--- src/rtl/adder_pkg.sv ---
// Shared types and helpers for the pipelined adder: default sizing, the
// WIDTH/CHUNK legality test, the full-adder cell and the stage-register layout.
package adder_pkg;

    localparam int DEF_WIDTH = 16;
    localparam int DEF_CHUNK = 4;

    function automatic bit chunk_legal(input int width, input int chunk);
        return (chunk >= 1) && (chunk <= width) && ((width % chunk) == 0);
    endfunction

    // Returns {carry_out, sum}.
    function automatic logic [1:0] fulladd(input logic a, input logic b, input logic ci);
        return {(a & b) | (a & ci) | (b & ci), a ^ b ^ ci};
    endfunction

    // Stage register layout at the default width; the top re-declares it at WIDTH.
    typedef struct packed {
        logic                 valid;
        logic                 carry;
        logic [DEF_WIDTH-1:0] sum_lo;
        logic [DEF_WIDTH-1:0] x_hi;
        logic [DEF_WIDTH-1:0] y_hi;
    } stage_t;

endpackage

--- src/rtl/adder_chunk.sv ---
// Combinational CHUNK-bit ripple adder built from full-adder cells.
module adder_chunk
    import adder_pkg::*;
#(
    parameter int CHUNK = DEF_CHUNK
) (
    input  logic [CHUNK-1:0] a,
    input  logic [CHUNK-1:0] b,
    input  logic             ci,
    output logic [CHUNK-1:0] s,
    output logic             co
);

    always_comb begin
        logic       c;
        logic [1:0] fa;
        s  = '0;
        fa = '0;
        c  = ci;
        for (int i = 0; i < CHUNK; i++) begin
            fa   = fulladd(a[i], b[i], c);
            s[i] = fa[0];
            c    = fa[1];
        end
        co = c;
    end

endmodule

--- src/rtl/pipelined_adder.sv ---
// WIDTH-bit add/subtract with the carry chain cut into CHUNK-bit pipeline stages.
// Defining PIPELINED_ADDER_OVF_EN adds the signed-overflow output ovf.
module pipelined_adder
    import adder_pkg::*;
#(
    parameter int WIDTH = DEF_WIDTH,
    parameter int CHUNK = DEF_CHUNK
) (
    input  logic             clk,
    input  logic             rst_n,
    input  logic             in_valid,
    output logic             in_ready,
    input  logic [WIDTH-1:0] x,
    input  logic [WIDTH-1:0] y,
    input  logic             cin,
    input  logic             sub,
    output logic             out_valid,
    input  logic             out_ready,
    output logic [WIDTH-1:0] s,
    output logic             cout
`ifdef PIPELINED_ADDER_OVF_EN
    ,
    output logic             ovf
`endif
);

    localparam int NSTAGE = WIDTH / CHUNK;

    if (!chunk_legal(WIDTH, CHUNK)) begin : g_bad_cfg
        $error("pipelined_adder: WIDTH (%0d) must be a multiple of CHUNK (%0d)", WIDTH, CHUNK);
    end

    typedef struct packed {
        logic             valid;
        logic             carry;
        logic [WIDTH-1:0] sum_lo;
        logic [WIDTH-1:0] x_hi;
        logic [WIDTH-1:0] y_hi;
    } stage_w_t;

    stage_w_t         st_q  [NSTAGE];
    stage_w_t         st_in [NSTAGE];
    stage_w_t         st_d  [NSTAGE];
    logic             adv   [NSTAGE+1];
    logic [CHUNK-1:0] ch_s  [NSTAGE];
    logic             ch_co [NSTAGE];

    // Stall chain runs from the output back to the input so a full pipeline
    // can accept and emit in the same cycle.
    always_comb begin
        adv[NSTAGE] = out_ready;
        for (int k = NSTAGE - 1; k >= 0; k--) begin
            adv[k] = !st_q[k].valid || adv[k+1];
        end
        st_in[0].valid  = in_valid;
        st_in[0].carry  = cin ^ sub;
        st_in[0].sum_lo = '0;
        st_in[0].x_hi   = x;
        st_in[0].y_hi   = y ^ {WIDTH{sub}};
        for (int k = 1; k < NSTAGE; k++) begin
            st_in[k] = st_q[k-1];
        end
    end

    for (genvar k = 0; k < NSTAGE; k++) begin : g_stage
        adder_chunk #(
            .CHUNK (CHUNK)
        ) u_chunk (
            .a  (st_in[k].x_hi[k*CHUNK +: CHUNK]),
            .b  (st_in[k].y_hi[k*CHUNK +: CHUNK]),
            .ci (st_in[k].carry),
            .s  (ch_s[k]),
            .co (ch_co[k])
        );
    end

    always_comb begin
        for (int k = 0; k < NSTAGE; k++) begin
            st_d[k]                           = st_in[k];
            st_d[k].carry                     = ch_co[k];
            st_d[k].sum_lo[k*CHUNK +: CHUNK]  = ch_s[k];
        end
    end

    // Data only loads with a valid beat, so s/cout hold while the pipe drains.
    always_ff @(posedge clk or negedge rst_n) begin
        if (!rst_n) begin
            for (int k = 0; k < NSTAGE; k++) begin
                st_q[k] <= '0;
            end
        end else begin
            for (int k = 0; k < NSTAGE; k++) begin
                if (adv[k]) begin
                    st_q[k].valid <= st_d[k].valid;
                    if (st_d[k].valid) begin
                        st_q[k].carry  <= st_d[k].carry;
                        st_q[k].sum_lo <= st_d[k].sum_lo;
                        st_q[k].x_hi   <= st_d[k].x_hi;
                        st_q[k].y_hi   <= st_d[k].y_hi;
                    end
                end
            end
        end
    end

    assign in_ready  = adv[0];
    assign out_valid = st_q[NSTAGE-1].valid;
    assign s         = st_q[NSTAGE-1].sum_lo;
    assign cout      = st_q[NSTAGE-1].carry;

`ifdef PIPELINED_ADDER_OVF_EN
    logic ovf_d;
    logic ovf_q;

    // The MSB is added in the last stage: overflow when both addends share a
    // sign and the sum's sign differs.
    always_comb begin
        ovf_d = (st_in[NSTAGE-1].x_hi[WIDTH-1] ~^ st_in[NSTAGE-1].y_hi[WIDTH-1])
              & (ch_s[NSTAGE-1][CHUNK-1] ^ st_in[NSTAGE-1].x_hi[WIDTH-1]);
    end

    always_ff @(posedge clk or negedge rst_n) begin
        if (!rst_n) begin
            ovf_q <= 1'b0;
        end else if (adv[NSTAGE-1] && st_d[NSTAGE-1].valid) begin
            ovf_q <= ovf_d;
        end
    end

    assign ovf = ovf_q;
`endif

endmodule

--- config.mk ---
export PLATFORM = sky130hd
export DESIGN_NAME = pipelined_adder
export DESIGN_NICKNAME = d
export VERILOG_FILES = /design/src/rtl/adder_pkg.sv /design/src/rtl/adder_chunk.sv /design/src/rtl/pipelined_adder.sv
export SDC_FILE = /design/constraint.sdc
export NUM_CORES = 1
export LEC_CHECK = 0
export CAP_MARGIN = 20
export CORE_UTILIZATION = 37
export DETAILED_ROUTE_END_ITERATION = 10
export SLEW_MARGIN = 20
export SYNTH_ARGS = -nofsm -noshare
export SYNTH_HDL_FRONTEND = slang
export SYNTH_HIERARCHICAL = 1
export SYNTH_SLANG_ARGS = --single-unit
--- constraint.sdc ---
create_clock -name clk -period 2.55 [get_ports clk]
set_input_delay 0.51 -clock clk [delete_from_list [all_inputs] [get_ports clk]]
set_output_delay 0.51 -clock clk [all_outputs]
set_load 0.02 [all_outputs]
* Word-level counts from Yosys, hierarchy flattened *
Cells that the tools add are included.

word-level totals
  register bits after elaboration = 144
  bits in latches = 0
  memory bits (writable) = 0
  memory bits (read-only) = 0
  output and inout bits = 19
  word-level logic and storage cells = 144
  memories = 0

operators by class
  add/sub/neg operators = 0
  $mul = 0
  divide/modulo/power cells = 0
  order comparisons = 0
  equality and inequality tests = 0
  shifts and indexed selects = 0
  muxes and demuxes = 0
  bitwise logic cells = 114
  reduce and logical (&&, ||, !) cells = 12

operators by type and width
  kind              number
  $and 1x1->1       48
  $xor 1x1->1       33
  $or 1x1->1        32
  $xor 16x16->16    1
  $reduce_and 2->1  4
  $logic_not 1->1   4
  $logic_or 1x1->1  4

* Depth between registers and ports, before layout *
  word-level depth = 13
  gate-level depth with buffers = 12
  gate-level depth less buffers = 10

* Modules after synthesis *
The synthesis kept the hierarchy.

by module, submodules not included
  module           times used  cells an instance  area an instance (µm²)  seq. area each (µm²)
  pipelined_adder  1           228                3771.1                  2402.3
  adder_chunk      4           14                 117.6                   0.0

* Worst setup path after synthesis *
No wires, ideal clock.

  kind = input -> register
  start = input port sub
  end = register st_q (netlist bit st_d[135])
  arrival time = 2.730 ns
  path slack = -0.305 ns
  stages on the path = 12
  path through = buf_2 buf_2 xor2_1 inv_1 fa_1 inv_1 fa_1 fa_1 inv_1 fa_1 inv_1 mux2_2

RTL lines
  item         line                   text
  from (decl)  pipelined_adder.sv:16  input logic sub,
  to (decl)    pipelined_adder.sv:41  stage_w_t st_q [NSTAGE];

* Worst setup path after layout *
  start = input port out_ready
  end = output port in_ready

on the way
  word-level cells in the longest chain between the ends = 4

ends and longest elaborated chain
  item                           line                   text
  from (decl)                    pipelined_adder.sv:18  input logic out_ready,
  $logic_or 1x1->1 (4 in a row)  pipelined_adder.sv:53  adv[k] = !st_q[k].valid || adv[k+1];
  to (decl)                      pipelined_adder.sv:12  output logic in_ready,

Every way passes these cells.

==> results.md <==
* Seq pwr share at 42.8%
* Final HPWL DP at 4690 um
* Hold buffers post-CTS at 0
* Synth warn at 6
* Cells after Synth at 284
* Leakage at 2.39 nW
* Fillcell total at 968
* Clk sinks at 96
* DRC at 0
* GR Util met3 at 2.81%
* Vias in the first global route at 2,398
* I/O pins at 57
* Maxcap violations at 0
* Crit path DAT at 1960 ps
* Final hold slack at 109 ps
* Pwr Total at 5.57 mW
* CTS H-tree depth at 3
* TritonCTS clock tree: built
* Class of the worst hold path: primary input to async pin
* Area growth from synthesis to layout at 26.0%
* Busiest grt layer: met2
* Final nets at 402
* Fmax at 0.405 GHz
* Clock Path Buffers at 2
* Pwr dens at 1040 nW/um2
* Switching Share at 28.1%
* Slew @ Worst Pin at 422 ps
* Layout cells sized above 1 at 34.3%
* First-pass GRT wire length at 11,700 um
* RSZ-0062 raised after global routing: false
* Routed len/inst at 13.9 um
* Outcome: finished clean
* Setup CP Type: primary input to output port
* Pre-CTS setup slack at -572 ps
* R2R cell count at 9
* Reg2Reg Setup Slack at 360 ps
* Core area at 11,000 um2
* # rows at 38
* Startpoint types: primary input
* Root buf cell: clkbuf_16
* FF-to-FF Start: st_in[98]
* Routing usage on met2 at 21.8%
* Initial Util at 38.6%
* Final Skew at 8.55 ps
* DIE WIDTH at 109 um
* Final-report hold violation count at 0
* Setup ws final at 78.0 ps
* Final wirelength at 6880 um
* Met1 usage at 17.0%
* Die Ht at 109 um
* Worst EP required at 2040 ps
* Detailed Route Iter0 Violations at 31
* Worst-path fanout max at 4
* Internal power at 4.00 mW
* Fraction of power consumed by combinational cells at 30.8%
* Min cycle time layout at 2470 ps
* Critical R2R Capture: st_d[43]
* Total gr overflow at 0
* Overall global routing resource usage at 13.4%
* Number of vias per cell at 4.54
* Placed Instance Area at 5020 um2
* Yosys reg bits at 96
* N_diodes at 0
* Die area at 11,900 um2
* Post-route cell area at 5340 um2
* Sequential element share of the synthesized area at 56.6%
* Post-Syn Nets at 338
* Yosys cell types at 14
* Clk slew on worst S/H paths at 70 ps
* Antenna violations before repair at 0
* Psw at 1.57 mW
* Total CTS buffers at 9
* Final setup violation count at 0
* Final GP Congestion at 0.687
* Clock Latency Late Sink at 330 ps
* I/O Buffers at 56
* Area occupied by multi-input gates at 1640 um2
* Worst vdd ir at 466 uV
* Final Slew Violations at 0
* Fin crit share at 96.9%
* Slew margin rel. at 71.8%
* Setup crit start: out_ready
* Clock power frac at 26.4%
* TritonRoute pass-1 iters at 4
* Avg Cell Area, Syn at 14.9 um2
* Largest net degree at the start of global routing at 45
* Detail Route Antenna Nets at 0
* DR vias at 2,239
* Register area at 2400 um2
* Post-Syn Area at 4240 um2
* CP Capture Type: output port
power groups by stage:
stage               sequential [mW]  clock, mW  combinational (mW)
floorplan                      2.50          0                1.01
detailed placement             2.42          0                1.77
global route                   2.47       1.56                1.95
finish                         2.38       1.47                1.72
global placement               2.40          0                1.72
CTS                            2.39       1.50                1.78
cell type report:
| class | count | area share [%] |
|---|---|---|
| timing repair buffer | 63 | 12.0 |
| clock inverter | 4 | 1.43 |
| tap | 140 | 3.28 |
| inverter | 40 | 2.81 |
| clock buffer | 12 | 4.80 |
| sequential | 96 | 45.0 |
| multi-input combinational | 138 | 30.7 |
cells by family after synthesis:
group           after synthesis  synth area share (%)
buf+inv                      50                  5.01
fa+ha+maj                    16                  7.55
simple gates                 12                  1.71
compound gates                1                 0.265
mux                          92                  25.3
xor+xnor                     17                  3.51
flops                        96                  56.6
sequential cells by signal (all words and copies together), names as in the netlist:
name and flops:
cout 1, out_valid 1, s 16, st_d 75
st_in 3
through the flow:
| step | TNS, ps | util, % | std cells |
|---|---|---|---|
| 2_1_floorplan | -80.0 | - | 284 |
| 3_3_place_gp | -1100 | 45.7 | 477 |
| 3_5_place_dp | -1270 | 45.7 | 477 |
| 4_1_cts | 0 | 48.7 | 493 |
| 5_1_grt | 0 | 48.6 | 493 |
| 6_report | 0 | 48.6 | 493 |
cell usage after synthesis:
| master | instances | area [um2] |
|---|---|---|
| fa_1 | 16 | 320 |
| buf_6 | 2 | 22.5 |
| mux2_4 | 10 | 150 |
| nand3b_1 | 1 | 7.51 |
| nand2_1 | 4 | 15.0 |
| nand2b_1 | 5 | 31.3 |
| xor2_1 | 17 | 149 |
| and4b_1 | 1 | 10.0 |
| inv_1 | 40 | 150 |
| dfrtp_1 | 96 | 2400 |
| mux2_2 | 82 | 923 |
| a21boi_2 | 1 | 11.3 |
| nand4b_1 | 1 | 8.76 |
| buf_2 | 8 | 40.0 |
worst max-delay path, stage by stage:
cell,delay [ps]
clkdlybuf4s50_1,490
and4b_1,250
nand2_1,100
clkdlybuf4s50_1,600
layout by cell type, fill, tap and decap left out, types with 2 or more instances in the layout:
| master | Yosys | layout |
|---|---|---|
| buf_12 | 0 | 3 |
| buf_4 | 0 | 5 |
| bufinv_16 | 0 | 2 |
| clkbuf_16 | 0 | 9 |
| clkbuf_8 | 0 | 2 |
| clkdlybuf4s50_1 | 0 | 52 |
| dfrtp_1 | 96 | 96 |
| dlygate4sd2_1 | 0 | 2 |
| fa_1 | 16 | 13 |
| fa_2 | 0 | 3 |
| inv_1 | 40 | 39 |
| mux2_2 | 82 | 82 |
| mux2_4 | 10 | 10 |
| nand2_1 | 4 | 4 |
| nand2b_1 | 5 | 5 |
| xor2_1 | 17 | 17 |
routing by layer:
layer,vias to the layer above,wire [um]
li1,1057,-
met1,1130,3210
met2,42,3310
met3,10,226
met4,0,130
met5,-,0
worst max path at each step:
stage | endpoint | slack [ps] | depth (start not counted)
2_1_floorplan | st_d[135] | -80 | 12
5_1_grt | st_d[135] | 40 | 11
3_3_place_gp | st_d[135] | -520 | 11
3_5_place_dp | st_d[135] | -570 | 11
6_report | in_ready | 80 | 4
4_1_cts | st_d[135] | 9 | 11
what timing repair did:
item,in CTS,in global routing
setup buffers,0,0
gates resized for setup,3,2
endpoints found under the setup margin,2,1
pin swaps,3,1
(Power assumes the default switching activity.)
